**src/rtl/cactus_gen.sv**
```systemverilog
// Two-slot cactus spawner/scroller for the dino game; slot state moves once per frame on the vs rising edge.
// px_cactus is registered (1 vga_clk after row/col); no handshake, inputs sampled every cycle.
module cactus_gen #(
  parameter int CACTUS_W   = 16,
  parameter int TALL_H     = 32,
  parameter int SHORT_H    = 20,
  parameter int GROUND_ROW = 400,
  parameter int MIN_GAP    = 160
) (
  input  logic       vga_clk,
  input  logic       rst,
  input  logic       vs,
  input  logic       run,
  input  logic [3:0] speed,
  input  logic [8:0] row_addr,
  input  logic [9:0] col_addr,
  output logic       px_cactus,
  output logic [1:0] active
);

  localparam logic [10:0] SPAWN_X   = 11'(640 + CACTUS_W);
  localparam logic [10:0] WIDTH     = 11'(CACTUS_W);
  localparam logic [9:0]  ROW_END   = 10'(GROUND_ROW);
  localparam logic [9:0]  TOP_TALL  = 10'(GROUND_ROW - TALL_H);
  localparam logic [9:0]  TOP_SHORT = 10'(GROUND_ROW - SHORT_H);
  localparam logic [10:0] GAP_BASE  = 11'(MIN_GAP);
  localparam logic [15:0] SEED      = 16'hACE1;

  logic        vs_d;
  logic [1:0]  act;
  logic [10:0] xr [2];
  logic [1:0]  tall;
  logic [9:0]  gap;
  logic [15:0] lfsr;

  logic        upd;
  logic        step;
  logic [1:0]  mv_act;
  logic [10:0] mv_xr [2];
  logic [10:0] gap_sum;
  logic [9:0]  gap_next;
  logic [10:0] thr;
  logic        spawn;
  logic        spawn_slot;
  logic [15:0] lfsr_adv;
  logic [1:0]  nxt_act;
  logic [10:0] nxt_xr [2];
  logic [1:0]  nxt_tall;
  logic [10:0] lo [2];
  logic [9:0]  top [2];
  logic [1:0]  hit;

  assign upd  = vs & ~vs_d;
  assign step = upd & run & (speed != 4'd0);

  // Scroll or retire each live slot; retirement leaves xr as it was.
  always_comb begin
    mv_act = act;
    for (int i = 0; i < 2; i++) begin
      mv_xr[i] = xr[i];
      if (act[i]) begin
        if (xr[i] <= {7'd0, speed}) begin
          mv_act[i] = 1'b0;
        end else begin
          mv_xr[i] = xr[i] - {7'd0, speed};
        end
      end
    end
  end

  assign gap_sum    = {1'b0, gap} + {7'd0, speed};
  assign gap_next   = gap_sum[10] ? 10'd1023 : gap_sum[9:0];
  assign thr        = GAP_BASE + {3'd0, lfsr[7:0]};
  assign spawn      = ({1'b0, gap_next} >= thr) && (mv_act != 2'b11);
  assign spawn_slot = mv_act[0];
  assign lfsr_adv   = {lfsr[14:0], lfsr[15] ^ lfsr[13] ^ lfsr[12] ^ lfsr[10]};

  // A freshly spawned slot overrides its own motion result for this frame.
  always_comb begin
    nxt_act  = mv_act;
    nxt_tall = tall;
    for (int i = 0; i < 2; i++) begin
      nxt_xr[i] = mv_xr[i];
    end
    if (spawn) begin
      nxt_act[spawn_slot]  = 1'b1;
      nxt_xr[spawn_slot]   = SPAWN_X;
      nxt_tall[spawn_slot] = lfsr[8];
    end
  end

  always_comb begin
    for (int i = 0; i < 2; i++) begin
      lo[i]  = (xr[i] >= WIDTH) ? (xr[i] - WIDTH) : 11'd0;
      top[i] = tall[i] ? TOP_TALL : TOP_SHORT;
      hit[i] = act[i]
             && ({1'b0, col_addr} >= lo[i]) && ({1'b0, col_addr} < xr[i])
             && ({1'b0, row_addr} >= top[i]) && ({1'b0, row_addr} < ROW_END);
    end
  end

  always_ff @(posedge vga_clk) begin
    if (rst) begin
      vs_d      <= 1'b1;
      act       <= 2'b00;
      xr[0]     <= 11'd0;
      xr[1]     <= 11'd0;
      tall      <= 2'b00;
      gap       <= 10'd0;
      lfsr      <= SEED;
      px_cactus <= 1'b0;
    end else begin
      vs_d      <= vs;
      px_cactus <= |hit;
      if (step) begin
        act   <= nxt_act;
        xr[0] <= nxt_xr[0];
        xr[1] <= nxt_xr[1];
        tall  <= nxt_tall;
        gap   <= spawn ? 10'd0 : gap_next;
        if (spawn) begin
          lfsr <= lfsr_adv;
        end
      end
    end
  end

  assign active = act;

endmodule

```
**config.mk**
```make
export PLATFORM = sky130hd
export DESIGN_NAME = cactus_gen
export DESIGN_NICKNAME = d
export VERILOG_FILES = /design/src/rtl/cactus_gen.sv
export SDC_FILE = /design/constraint.sdc
export NUM_CORES = 1
export LEC_CHECK = 0
export CAP_MARGIN = 20
export CORE_MARGIN = 2
export CORE_UTILIZATION = 57
export CTS_CLUSTER_SIZE = 16
export DETAILED_ROUTE_END_ITERATION = 10
export PLACE_DENSITY = 0.77
export SYNTH_ARGS = -nofsm -noshare
export SYNTH_HDL_FRONTEND = slang
export SYNTH_SLANG_ARGS = --single-unit
```
**constraint.sdc**
```tcl
create_clock -name vga_clk -period 4.75 [get_ports vga_clk]
set_clock_uncertainty 0.1 [all_clocks]
set_input_delay 1.1875 -clock vga_clk [delete_from_list [all_inputs] [get_ports vga_clk]]
set_output_delay 1.1875 -clock vga_clk [all_outputs]
set_load 0.005 [all_outputs]
```
==> impl_metrics.csv <==
group,metric,value,unit
synth,synth_cell_types,69,
sta,finalHoldViolations,0,
setup_path,cp-end-kind,"flip-flop",
setup_path,worstPathArrival,4.64,ns
sta,relSlewSlack,45.93,%
synth,netlist_instances,552,
placed_design,place_congestion,0.9364,
floorplanning,start_util,58.95,%
setup_path,path_buf_inv,4,
floorplanning,fp.coreArea,0.008258,sq mm
setup_path,timing.rr.end,"xr[0][2]",
power,vdd_drop_max,152.9,uV
floorplanning,die_h,96.42,microns
sta,finalCritPeriodShare,95.68,%
routing,viasPerCell,6.091,
setup_path,critPathTopFamily,"adder cells",
sta,hold_ws,0.3824,ns
setup_path,max_stage_delay,0.48,ns
finish,final_cell_mix,"68 x ha_1, 45 x nand2_1, 41 x inv_1, 37 x nor2_1, 32 x dfxtp_1",
clock_network,clock-root-buffer,"clkbuf_8",
routing,route.detailed.drc,0,
synth,synth_edf_count,22,
global_routing,grt_max_degree,25,
synth,yosysWarnings,0,
clock_network,hold_buffers,0,
synth,synth-main-ff-cell,"dfxtp_1",
global_routing,overflow,0,
global_routing,grt_antenna_before_repair,0,
finish,multi_input_area,0.003353,sq mm
finish,final_common_cell,"ha_1",
sta,final.setup.tns,0,ns
routing,dr.max_layer_used,"met4",
sta,slew_violations,0,
routing,wl_met1,5223,microns
routing,routedWlPerCell,17.25,microns
clock_network,clockBufferDepth,2,
routing,first_pass_iters,4,
synth,synth-seq-cells,54,
clock_network,numCtsBuffers,5,
placed_design,io_buffers,29,
setup_path,crit_start,"speed[0]",
clock_network,numClockSinks,54,
finish,regArea,0.001301,sq mm
floorplanning,die_w,96.42,microns
global_routing,grt_usage,27.28,%
floorplanning,io_pins,30,
finish,drive_above_1_share,11.65,%
setup_path,setup.worst_path.start_class,"input pin",
hold_path,hold_class,"flip-flop to flip-flop",
setup_path,cp-endpoint,"xr[0][2]",
sta,final-setup-viol-count,0,
sta,worst_pin_slew,0.8080,ns
setup_path,reg2reg_from,"gap[0]",
setup_path,worst-endpoint-required,4.85,ns
synth,yosysSeqAreaShare,26.73,%
global_routing,grt_pass1_vias,4213,
routing,drtAntennaViolNets,0,
routing,via_count,4300,
sta,fmax,220.0,MHz
status,status,"finished clean",
synth,async_reset_ff_share,0,%
setup_path,path_max_fanout,5,
setup_path,rr_worst_depth,13,
routing,drt-initial-drc-count,274,
sta,rsz0062_at_grt,"false",
synth,netlist_area,0.004868,sq mm
sta,min_period,4.545,ns
synth,synth.largest_area_cell,"ha_1",
setup_path,path_cells,"clkdlybuf4s50_1 -> ha_1 -> inv_1 -> fa_1 -> nand2b_1 -> a21oi_2 -> buf_4 -> and3_1 -> mux2_2 -> ha_1 -> a221o_1 -> buf_4 -> o41ai_1 -> and2_1",
setup_path,cp_num_cells,14,
clock_network,tritoncts,"yes",
floorplanning,rows,33,
routing,met3_length,614,microns
synth,synth_nets,650,
synth,avgSynthCellArea,8.820,sq um
placed_design,dpl.hpwl,9678,microns
floorplanning,dieArea,0.009296,sq mm
routing,drt-total-wl,12180,microns
routing,wl_met2,6155,microns
clock_network,clkLatencyLatePin,0.32,ns
setup_path,r2r_slack,1.19,ns
synth,ys_top_cells_by_area,"ha_1 17%, edfxtp_1 14%, dfxtp_1 13%",
clock_network,htreeDepth,2,
setup_path,crit_type,"input pin to flip-flop",
power,leakage,2.243,nW
finish,diodes,0,
power,powerDensity,188.3,mW/mm^2
flow_run,drv_cap,0,
finish,nFillCells,705,
synth,netlist.area_leader.share,17.48,%
global_routing,grt_first_pass_wirelength,19670,microns
power,power,0.001048,W
clock_network,clk_transition_reported_paths,0.11,ns
finish,area_delta_synth_final,14.32,%
finish,finalNetCount,698,
setup_path,crit_slowest_cell,"clkdlybuf4s50_1",
[worst min path at each step]
stage	start	endpoint	cells past startpoint
2_1_floorplan	lfsr[14]	lfsr[14]	2
3_3_place_gp	lfsr[14]	lfsr[14]	2
3_5_place_dp	lfsr[14]	lfsr[14]	2
4_1_cts	lfsr[14]	lfsr[14]	2
5_1_grt	lfsr[14]	lfsr[14]	2
6_report	lfsr[14]	lfsr[14]	2
[synth_stat cells (3+ instances only)]
master,number
mux2i_1,19
xnor2_1,11
a32o_1,5
a21o_1,7
a211oi_1,5
o32ai_1,3
nor2_1,37
ha_1,68
dfxtp_1,32
o21ai_0,24
nor2b_1,9
or2_2,4
nor4_1,3
nand3_1,24
o211ai_1,5
nand2_1,45
a31o_2,5
a41oi_1,3
a31oi_1,7
inv_1,41
clkbuf_1,10
nand2b_1,22
o21a_1,5
xor2_1,9
o41ai_1,5
fa_1,3
edfxtp_1,22
and3_1,5
a2111oi_0,3
buf_2,3
mux2_2,3
nor3_1,16
or3_1,4
a21oi_1,32
nand4_1,4
o31a_1,4
[routing by layer]
metal | track usage, % | vias up
met2 | 51.79 | 95
met5 | 0 | -
met1 | 32.57 | 2046
met3 | 2.948 | 14
met4 | 7.042 | 0
li1 | - | 2145
[logic make-up (layout without fill, tap and decap cells)]
kind of cell	Yosys count	in the layout	synth area share (%)
adder cells (fa/ha/maj)	71	71	18.71
buffers and inverters	58	107	5.114
AO/OA/AOI/OAI	136	136	20.41
multiplexers	22	22	4.600
XOR/XNOR	20	20	3.598
AND/OR/NAND/NOR	191	191	20.84
flip-flops	54	54	26.73
[stage by stage]
stage	setup WS, ns	util, %	instance area [sq um]	std cells
floorplan	0.3096	-	4868	552
global placement	-0.1128	65.82	5435	697
detailed placement	-0.2123	65.82	5435	697
CTS	0.1219	66.94	5528	705
global route	0.001257	67.39	5565	706
finish	0.2054	67.39	5565	706
[final cells by class]
type                       count  share of cell area [%]
multi-input combinational    440                   60.25
sequential                    54                   23.38
timing repair buffer          58                   9.577
inverter                      41                   2.765
tap                          105                   2.361
clock buffer                   5                   1.237
clock inverter                 3                  0.4272
[state kept, by name (all words and copies together), names as in the netlist]
register   cells
xr            22
lfsr          16
gap           10
active         2
tall           2
px_cactus      1
vs_d           1
[tightest hold or removal path, delay by kind of cell (launching register included)]
family | cells | cell delay (ns)
muxes | 1 | 0.06
and+or+nand+nor | 1 | 0.07
DFF | 1 | 0.32
[report_power, final]
group	internal (W)	leakage, nW	switching (W)	total [W]
combinational	0.000121	1.71	0.000143	0.000264
clock	0.000107	0.0491	0.000167	0.000274
sequential	0.000493	0.487	0.0000172	0.000510
total	0.000721	2.24	0.000327	0.00105
[timing repair]
item	in CTS	in global routing
setup buffers	0	1
resized for setup	0	5
setup endpoints to repair	0	16
(Power assumes the default switching activity.)
